## src/rtl/cnn_datapath_param.sv

```systemverilog
// CNN datapath: shared source bus, core and general registers, a combinational ALU,
// a multi-cycle saturating fixed-point MAC and nested X/Y window counters.
module cnn_datapath_param #(
    parameter int DATA_W  = 16,
    parameter int ADDR_W  = 12,
    parameter int NUM_GPR = 8,
    parameter int IDX_W   = 8,
    parameter int FRAC_W  = 8,
    parameter int MAC_LAT = 3,
    parameter int ACC_W   = 2*DATA_W+8
) (
    input  logic               clk,
    input  logic               rst,
    input  logic               ac_load,
    input  logic               dr_load,
    input  logic               tr_load,
    input  logic               ir_load,
    input  logic               pc_load,
    input  logic               ar_load,
    input  logic               pc_inc,
    input  logic               ar_inc,
    input  logic [NUM_GPR-1:0] gpr_load,
    input  logic [2:0]         alu_sel,
    input  logic [4:0]         bus_sel,
    input  logic               mac_start,
    input  logic               mac_clr,
    input  logic               cnt_clr,
    input  logic               cnt_step,
    input  logic [IDX_W-1:0]   x_limit,
    input  logic [IDX_W-1:0]   y_limit,
    input  logic               flag_en,
    input  logic [DATA_W-1:0]  compare_val,
    input  logic [DATA_W-1:0]  mem_rdata,
    output logic [DATA_W-1:0]  mem_wdata,
    output logic [ADDR_W-1:0]  mem_addr,
    output logic [DATA_W-1:0]  bus_value,
    output logic [DATA_W-1:0]  ac_value,
    output logic [DATA_W-1:0]  dr_value,
    output logic [DATA_W-1:0]  ir_value,
    output logic [ADDR_W-1:0]  pc_value,
    output logic [IDX_W-1:0]   x_idx,
    output logic [IDX_W-1:0]   y_idx,
    output logic               mac_busy,
    output logic               mac_done,
    output logic               mac_ovf,
    output logic               frame_done,
    output logic               zero,
    output logic               equal,
    output logic               neg
);

    localparam int CNT_W = (MAC_LAT > 1) ? $clog2(MAC_LAT) : 1;
    localparam logic signed [ACC_W-1:0] ACCQ_MAX = {{(ACC_W-DATA_W+1){1'b0}}, {(DATA_W-1){1'b1}}};
    localparam logic signed [ACC_W-1:0] ACCQ_MIN = {{(ACC_W-DATA_W+1){1'b1}}, {(DATA_W-1){1'b0}}};
    localparam logic signed [ACC_W-1:0] ACC_MAX  = {1'b0, {(ACC_W-1){1'b1}}};
    localparam logic signed [ACC_W-1:0] ACC_MIN  = {1'b1, {(ACC_W-1){1'b0}}};

    typedef enum logic {MAC_IDLE = 1'b0, MAC_BUSY = 1'b1} mac_state_t;

    logic [DATA_W-1:0]        r_ac, r_dr, r_tr, r_ir;
    logic [ADDR_W-1:0]        r_pc, r_ar;
    logic [DATA_W-1:0]        r_gpr [NUM_GPR];
    logic [IDX_W-1:0]         r_x, r_y;
    logic                     r_frame_done, r_zero, r_equal, r_neg;
    mac_state_t               r_mac_state, w_mac_state_nxt;
    logic [CNT_W-1:0]         r_mac_cnt;
    logic [DATA_W-1:0]        r_mac_a, r_mac_b;
    logic signed [ACC_W-1:0]  r_acc;
    logic                     r_mac_done, r_mac_ovf;

    logic [DATA_W-1:0]        w_bus, w_alu, w_acc_q;
    logic signed [ACC_W-1:0]  w_acc_sh, w_acc_nxt;
    logic signed [2*DATA_W-1:0] w_prod;
    logic signed [ACC_W:0]    w_sum;
    logic                     w_sum_ovf, w_mac_accept, w_mac_finish;
    logic [IDX_W-1:0]         w_x_lim, w_y_lim;
    logic                     w_x_last, w_y_last;

    // ACC read-back: drop the fraction, then clamp into the signed bus range.
    assign w_acc_sh = r_acc >>> FRAC_W;
    always_comb begin
        if (w_acc_sh > ACCQ_MAX)      w_acc_q = ACCQ_MAX[DATA_W-1:0];
        else if (w_acc_sh < ACCQ_MIN) w_acc_q = ACCQ_MIN[DATA_W-1:0];
        else                          w_acc_q = w_acc_sh[DATA_W-1:0];
    end

    always_comb begin
        w_bus = '0;
        case (bus_sel)
            5'd0: w_bus = r_dr;
            5'd1: w_bus = r_ac;
            5'd2: w_bus = r_tr;
            5'd3: w_bus[ADDR_W-1:0] = r_pc;
            5'd4: w_bus = mem_rdata;
            5'd5: w_bus[IDX_W-1:0] = r_x;
            5'd6: w_bus[IDX_W-1:0] = r_y;
            5'd7: w_bus = w_acc_q;
            default: begin
                for (int i = 0; i < NUM_GPR; i++)
                    if (bus_sel == 5'(8 + i)) w_bus = r_gpr[i];
            end
        endcase
    end

    always_comb begin
        w_alu = r_dr;
        case (alu_sel)
            3'd1: w_alu = r_ac + r_dr;
            3'd2: w_alu = r_ac - r_dr;
            3'd3: w_alu = r_ac & r_dr;
            3'd4: w_alu = r_ac | r_dr;
            3'd5: w_alu = r_ac ^ r_dr;
            3'd6: w_alu = r_ac << 1;
            3'd7: w_alu = $signed(r_ac) >>> 1;
            default: w_alu = r_dr;
        endcase
    end

    // NOTE: sequential state is written with non-blocking assignments so every register samples pre-edge values.
    always_ff @(posedge clk or posedge rst) begin
        if (rst) begin
            r_ac <= '0; r_dr <= '0; r_tr <= '0; r_ir <= '0;
            r_pc <= '0; r_ar <= '0;
            r_zero <= 1'b0; r_equal <= 1'b0; r_neg <= 1'b0;
        end else begin
            if (ac_load) r_ac <= w_alu;
            if (dr_load) r_dr <= w_bus;
            if (tr_load) r_tr <= w_bus;
            if (ir_load) r_ir <= w_bus;
            if (pc_load)     r_pc <= w_bus[ADDR_W-1:0];
            else if (pc_inc) r_pc <= r_pc + ADDR_W'(1);
            if (ar_load)     r_ar <= w_bus[ADDR_W-1:0];
            else if (ar_inc) r_ar <= r_ar + ADDR_W'(1);
            if (flag_en) begin
                r_zero  <= (w_bus == '0);
                r_equal <= (w_bus == compare_val);
                r_neg   <= w_bus[DATA_W-1];
            end
        end
    end

    // NOTE: the GPR bank is cleared by reset, so it must stay in flops rather than map to a RAM macro.
    always_ff @(posedge clk or posedge rst) begin
        if (rst) begin
            for (int i = 0; i < NUM_GPR; i++) r_gpr[i] <= '0;
        end else begin
            for (int i = 0; i < NUM_GPR; i++)
                if (gpr_load[i]) r_gpr[i] <= w_bus;
        end
    end

    // Window scan; a zero limit behaves as one, and an out-of-range index runs on until it wraps.
    assign w_x_lim  = (x_limit == '0) ? IDX_W'(1) : x_limit;
    assign w_y_lim  = (y_limit == '0) ? IDX_W'(1) : y_limit;
    assign w_x_last = (r_x == w_x_lim - IDX_W'(1));
    assign w_y_last = (r_y == w_y_lim - IDX_W'(1));

    always_ff @(posedge clk or posedge rst) begin
        if (rst) begin
            r_x <= '0; r_y <= '0; r_frame_done <= 1'b0;
        end else begin
            r_frame_done <= 1'b0;
            if (cnt_clr) begin
                r_x <= '0; r_y <= '0;
            end else if (cnt_step) begin
                if (w_x_last) begin
                    r_x <= '0;
                    if (w_y_last) begin
                        r_y <= '0;
                        r_frame_done <= 1'b1;
                    end else begin
                        r_y <= r_y + IDX_W'(1);
                    end
                end else begin
                    r_x <= r_x + IDX_W'(1);
                end
            end
        end
    end

    // MAC control: a start in IDLE is always accepted, even alongside mac_clr.
    always_comb begin
        w_mac_state_nxt = r_mac_state;
        w_mac_accept    = 1'b0;
        w_mac_finish    = 1'b0;
        case (r_mac_state)
            MAC_IDLE: if (mac_start) begin
                w_mac_accept    = 1'b1;
                w_mac_state_nxt = MAC_BUSY;
            end
            MAC_BUSY: if (mac_clr) begin
                w_mac_state_nxt = MAC_IDLE;
            end else if (r_mac_cnt == '0) begin
                w_mac_finish    = 1'b1;
                w_mac_state_nxt = MAC_IDLE;
            end
            default: w_mac_state_nxt = MAC_IDLE;
        endcase
    end

    always_ff @(posedge clk or posedge rst) begin
        if (rst) r_mac_state <= MAC_IDLE;
        else     r_mac_state <= w_mac_state_nxt;
    end

    assign w_prod    = $signed(r_mac_a) * $signed(r_mac_b);
    assign w_sum     = {r_acc[ACC_W-1], r_acc} + {{(ACC_W+1-2*DATA_W){w_prod[2*DATA_W-1]}}, w_prod};
    assign w_sum_ovf = (w_sum[ACC_W] != w_sum[ACC_W-1]);
    assign w_acc_nxt = !w_sum_ovf ? w_sum[ACC_W-1:0] : (w_sum[ACC_W] ? ACC_MIN : ACC_MAX);

    always_ff @(posedge clk or posedge rst) begin
        if (rst) begin
            r_mac_cnt <= '0; r_mac_a <= '0; r_mac_b <= '0;
            r_acc <= '0; r_mac_done <= 1'b0; r_mac_ovf <= 1'b0;
        end else begin
            r_mac_done <= w_mac_finish;
            if (w_mac_accept) begin
                r_mac_a   <= r_ac;
                r_mac_b   <= r_dr;
                r_mac_cnt <= CNT_W'(MAC_LAT - 1);
            end else if (r_mac_state == MAC_BUSY && r_mac_cnt != '0) begin
                r_mac_cnt <= r_mac_cnt - CNT_W'(1);
            end
            if (mac_clr) begin
                r_acc     <= '0;
                r_mac_ovf <= 1'b0;
            end else if (w_mac_finish) begin
                r_acc <= w_acc_nxt;
                if (w_sum_ovf) r_mac_ovf <= 1'b1;
            end
        end
    end

    assign mem_wdata  = w_bus;
    assign mem_addr   = r_ar;
    assign bus_value  = w_bus;
    assign ac_value   = r_ac;
    assign dr_value   = r_dr;
    assign ir_value   = r_ir;
    assign pc_value   = r_pc;
    assign x_idx      = r_x;
    assign y_idx      = r_y;
    assign mac_busy   = (r_mac_state == MAC_BUSY);
    assign mac_done   = r_mac_done;
    assign mac_ovf    = r_mac_ovf;
    assign frame_done = r_frame_done;
    assign zero       = r_zero;
    assign equal      = r_equal;
    assign neg        = r_neg;

endmodule

```

## config.mk

```make
export PLATFORM = sky130hd
export DESIGN_NAME = cnn_datapath_param
export DESIGN_NICKNAME = d
export VERILOG_FILES = /design/src/rtl/cnn_datapath_param.sv
export SDC_FILE = /design/constraint.sdc
export NUM_CORES = 2
export LEC_CHECK = 0
export CORE_ASPECT_RATIO = 1.75
export CORE_MARGIN = 10
export CORE_UTILIZATION = 30
export CTS_BUF_LIST = sky130_fd_sc_hd__clkbuf_4
export DETAILED_ROUTE_END_ITERATION = 6
export PLACE_DENSITY = 0.51
export SYNTH_ARGS = -nofsm -noshare
export SYNTH_HDL_FRONTEND = slang
export SYNTH_SLANG_ARGS = --single-unit
```

## constraint.sdc

```tcl
create_clock -name clk -period 12.95 [get_ports clk]
set_input_delay 2.59 -clock clk [delete_from_list [all_inputs] [get_ports clk]]
set_output_delay 2.59 -clock clk [all_outputs]
set_load 0.005 [all_outputs]
```

-- Word level (Yosys, flattened, before mapping)
Cells that the tools add are included.
W data, S select, Z words.
- add/subtract/negate cells: 10
- multiply operators: 1
- div/mod/pow operators: 0
- order comparisons: 2
- equal/unequal tests: 26
- shift operators: 0
- muxes and demuxes: 48
- bitwise gates (word level): 5
- reduce and logical (&&, ||, !) cells: 19
- operators by type and width (cell ; number):
    $mux W16 ; 10
    $mux W40 ; 4
    $pmux W16 S7 ; 1
    $mux W8 ; 9
    $pmux W8 S8 ; 1
    $mux W12 ; 4
    $add A40 B32 Y41 ; 1
    $eq A5 B4 Y1 const B ; 8
    $gt A32 B16 Y1 const B ; 1
    $lt A32 B16 Y1 const B ; 1
    $mul A16 B16 Y32 ; 1
    $pmux W4 S7 ; 1
    $add A12 B1 Y12 const B ; 2
    $pmux W4 S6 ; 1
    $eq A5 B3 Y1 const B ; 4
    $add A16 B16 Y16 ; 1
    $add A8 B1 Y8 const B ; 2
    $and A16 B16 Y16 ; 1
    $eq A16 B16 Y1 ; 1
    $eq A8 B8 Y1 ; 2
    $logic_not A16 Y1 ; 1
    $logic_not A8 Y1 ; 2
    $or A16 B16 Y16 ; 1
    $reduce_bool A2 Y1 ; 8
    20 further kinds ; 43
- bits in registers: 313
- bits in latches: 0
- bits in writable memories: 0
- memory bits (read-only): 0
- input bits: 79
- output and inout bits: 127
- logic and storage cells: 139
- memories: 0

-- Longest topological paths before layout
- depth in word-level cells: 11
- gate-level depth with buffers: 26
- mapped depth without buffers: 24

-- Worst setup path after synthesis
OpenSTA, ideal clock, no wires.
- kind: input port to output port
- from: input bus_sel[1]
- to: output mem_wdata[9]
- arrival time: 4.803 ns
- required time: 10.360 ns
- path slack: 5.557 ns
- stages on the path: 10
- buffers on the path: 6
- cells stage by stage: buf_4 -> buf_4 -> buf_4 -> buf_2 -> mux4_2 -> mux2_2 -> a221oi_4 -> clkbuf_1 -> inv_1 -> buf_4
- longest elaborated chain between the ends: 10
- elaborated cells on any way between the ends: 26
- those cells by class: 15 x eq/ne; 9 x mux; 2 x reduce/logical
- RTL lines (element ; line ; RTL):
    from (decl) ; 24 ; input logic [4:0] bus_sel,
    $eq A5 B4 Y1 ; 100 ; if (bus_sel == 5'(8 + i)) w_bus = r_gpr[i];
    $mux W16 (8 in series) ; 100 ;
    $pmux W4 S7 * ; 89 ; case (bus_sel)
    to (decl) ; 34 ; output logic [DATA_W-1:0] mem_wdata,
Every way passes the cells marked *; elsewhere a longest branch is shown, timed or not.

-- Worst setup path after layout
- from: input bus_sel[3]
- to: output bus_value[13]
- longest elaborated chain between the ends: 10
- elaborated cells on any way between the ends: 26
- those cells by class: 15 x eq/ne; 9 x mux; 2 x reduce/logical
- RTL lines (element ; line ; RTL):
    $eq A5 B4 Y1 ; 100 ;
    $mux W16 (8 in series) ; 100 ;
    $pmux W4 S6 * ; 89 ;
    to (decl) ; 36 ; output logic [DATA_W-1:0] bus_value,
Marks and branches as above.

==> impl_metrics.json <==
{
  "antenna_found_initial": 3,
  "overflow": 0,
  "yosys_warnings": 0,
  "cts_root_buf": "clkbuf_4",
  "synth_top_family_by_area": "adder cells",
  "seq_area_frac_synth_pct": 26.0,
  "wl_per_cell_um": 22.2,
  "r2r-end": "r_acc[38]$_DFFE_PP0P_",
  "drt_iter0_markers": 1427,
  "vias_per_cell": 5.06,
  "yosysMostFrequentCell": "inv_1",
  "via_count": 23900,
  "syn_inst": 3217,
  "synthAdderAreaFrac_pct": 29.5,
  "critPathTopFamily": "simple AND/OR/NAND/NOR gates",
  "synth.ff_latch_count": 313,
  "worstMarginPinSlew_ns": 1.19,
  "cts_resized": 0,
  "max_freq_ghz": 0.112,
  "yosys-top-cells-area": "dfrtp_1 (26%), fa_1 (22%), ha_1 (7.2%), inv_1 (6.2%), a21oi_1 (4.1%)",
  "final_cells": 4728,
  "synth_xor_area_share_pct": 3.66,
  "met3_length_mm": 4.77,
  "fin_skew_ns": 0.0621,
  "holdPathStages": 2,
  "drv_slew": 0,
  "post-route-period-util_pct": 68.8,
  "grt_pass1_vias": 25900,
  "r2r_cells": 23,
  "synth-main-ff-cell": "dfrtp_1",
  "cts_buffer_depth": 3,
  "synth_top_area_cell": "dfrtp_1",
  "ys_types": 87,
  "die_area_um2": 114000,
  "cts_sinks": 313,
  "synthesis.nets": 3804,
  "relSlewSlack_pct": 19.8,
  "status": "finished clean",
  "ios": 206,
  "synthMuxAreaShare_pct": 5.07,
  "whs_endpoint": "r_acc[0]$_DFFE_PP0P_",
  "grt_pass1_wl_mm": 161,
  "cp-start-kind": "primary input",
  "dr.max_layer_used": "met4",
  "std_cell_rows": 153,
  "cts.clk_slew.worst_paths_ns": 0.08,
  "ff2ff_setup_slack_ns": 4.34,
  "crit_required_ns": 10.36,
  "hold_start": "r_acc[0]$_DFFE_PP0P_",
  "critical-path-max-stage-delay_ns": 0.81,
  "path_max_fanout": 15,
  "hpwl_mm": 81.5,
  "cts_tree": "yes",
  "numCtsBuffers": 77,
  "drcViolationCount": 0,
  "core_area_um2": 99500,
  "syn_area_per_cell_um2": 9.36,
  "clock_latency_ns": 0.93,
  "crit_path_top_delay_cell": "and2_1",
  "portBuffers": 205,
  "dieWidth_um": 259,
  "synth_simple_gate_area_share_pct": 13.5,
  "r2r-start": "r_mac_b[1]$_DFFE_PP0P_",
  "arrival_ns": 6.32,
  "drtPass1Iterations": 6,
  "final_layout_size_suffix_gt1_share_pct": 8.04,
  "yosys.area.top_type_share_pct": 26.0,
  "grt_max_degree": 124,
  "start_util_pct": 30.3,
  "async_flop_share_pct": 100,
  "fin_nets": 3943,
  "crit_buf_inv": 3,
  "die_h_um": 439,
  "postCtsSetupRepairBufs": 0,
  "synth-compound-area-share_pct": 13.3,
  "wl_met1_mm": 35.9,
  "cts_hold_buf": 0,
  "netlist_top_cells_count": "inv_1 (494), fa_1 (335), dfrtp_1 (313)",
  "cp_common_cell": "clkdlybuf4s50_1",
  "fin_area_um2": 34200,
  "wl_met2_mm": 58.1,
  "postRouteWirelength_mm": 105,
  "gp_congestion": 0.939,
  "path_class": "in -> out",
  "fin_crit_ns": 8.91,
  "endpoint_kind": "output port",
  "setup_tns_ns": 0,
  "syn_area_um2": 30100,
  "rsz0062_at_grt": "false",
  "setup_violations": 0,
  "crit_path_cell_trace": "clkdlybuf4s50_1 > nor2_1 > and4_1 > and2_1 > a211oi_1 > a211oi_2 > buf_4 > clkdlybuf4s50_1",
  "grtUsageTotal_pct": 18.5,
  "htree_levels": 3,
  "dp_cells": 4594,
  "cap_violations": 0,
  "synth_edf_count": 0,
  "hold_viol": 0,
  "syn_to_final_growth_pct": 13.7,
  "placed_area_um2": 33300,
  "ant_nets": 0,
  "min_path_type": "reg -> reg"
}
registers in the layout, indices dropped and copies added, names as in the netlist, 2 cells and up:
| name | count |
|---|---|
| dr_value | 16 |
| ir_value | 16 |
| mem_addr | 12 |
| pc_value | 12 |
| ac_value | 16 |
| r_tr | 16 |
| r_mac_a | 16 |
| r_mac_b | 16 |
| r_mac_cnt | 2 |
| y_idx | 8 |
| r_gpr | 128 |
| x_idx | 8 |
| r_acc | 40 |
layout make-up:
| cell class | count | area (um2) |
|---|---|---|
| clock inverters | 31 | 189 |
| diodes | 3 | 7.51 |
| well taps | 1317 | 1650 |
| repair buffers | 246 | 2310 |
| inverters | 496 | 1870 |
| flip-flops and latches | 313 | 7830 |
| clock buffers | 100 | 751 |
| fillers | 10500 | 65300 |
| multi-input cells | 2222 | 19600 |
how the worst max path moves through the flow:
stage / depth (start not counted) / slack (ns) / endpoint / start
2_1_floorplan: 1 / 1.70 / ac_value[0]$_DFFE_PP0P_ / rst
3_3_place_gp: 8 / 4.14 / mem_wdata[13] / bus_sel[3]
3_5_place_dp: 8 / 4.03 / bus_value[13] / bus_sel[3]
4_1_cts: 8 / 4.01 / bus_value[13] / bus_sel[3]
5_1_grt: 8 / 3.82 / mem_wdata[13] / bus_sel[3]
6_report: 8 / 4.04 / bus_value[13] / bus_sel[3]
routing by layer:
metal | vias up | track usage (%)
met5 | - | 0
met4 | 0 | 10.6
met3 | 250 | 2.99
met2 | 713 | 35.8
met1 | 12100 | 18.2
li1 | 10900 | -
stage by stage:
stage / setup slack [ns] / utilization [%] / hold WS, ns
finish: 4.04 / 34.4 / 0.502
global route: 3.82 / 34.4 / 0.522
CTS: 4.01 / 34.4 / 0.510
detailed placement: 4.03 / 33.4 / 0.479
global placement: 4.14 / 33.4 / 0.476
floorplan: 1.70 / - / 0.456
cells in the final DEF (no fill, tap or decap), types with 11 or more instances in the layout:
cell / count
a211oi_1: 15
a21o_1: 23
a21oi_1: 246
a22oi_1: 15
a31oi_1: 20
and2_1: 121
and3_1: 17
buf_4: 41
clkbuf_4: 100
clkdlybuf4s50_1: 195
clkinv_1: 20
dfrtp_1: 313
fa_1: 335
ha_1: 173
inv_1: 493
mux2_2: 41
mux2i_1: 32
mux4_2: 33
nand2_1: 289
nand2b_1: 14
nand3_1: 34
nand4_1: 33
nor2_1: 271
nor2b_1: 16
nor3_1: 23
o211ai_1: 18
o21a_1: 11
o21ai_0: 92
o21ai_1: 14
o22ai_1: 11
o311ai_1: 30
o31ai_1: 16
xnor2_1: 79
xor2_1: 47
tightest hold or removal path: stages, from the launching register on:
cell,delay (ns)
dfrtp_1,0.36
nand2_1,0.06
nand3_1,0.06
cells by family (layout without fill, tap and decap cells):
| kind of cell | Yosys count | after routing |
|---|---|---|
| other cells | 0 | 3 |
| simple gates | 870 | 870 |
| buf+inv | 682 | 873 |
| fa+ha+maj | 509 | 509 |
| mux | 106 | 106 |
| compound gates | 611 | 611 |
| xor+xnor | 126 | 126 |
| flops | 313 | 313 |
Power is left out: the tool's default activity adds up to more than one toggle a clock period on the data nets, which glitch-free logic cannot reach.
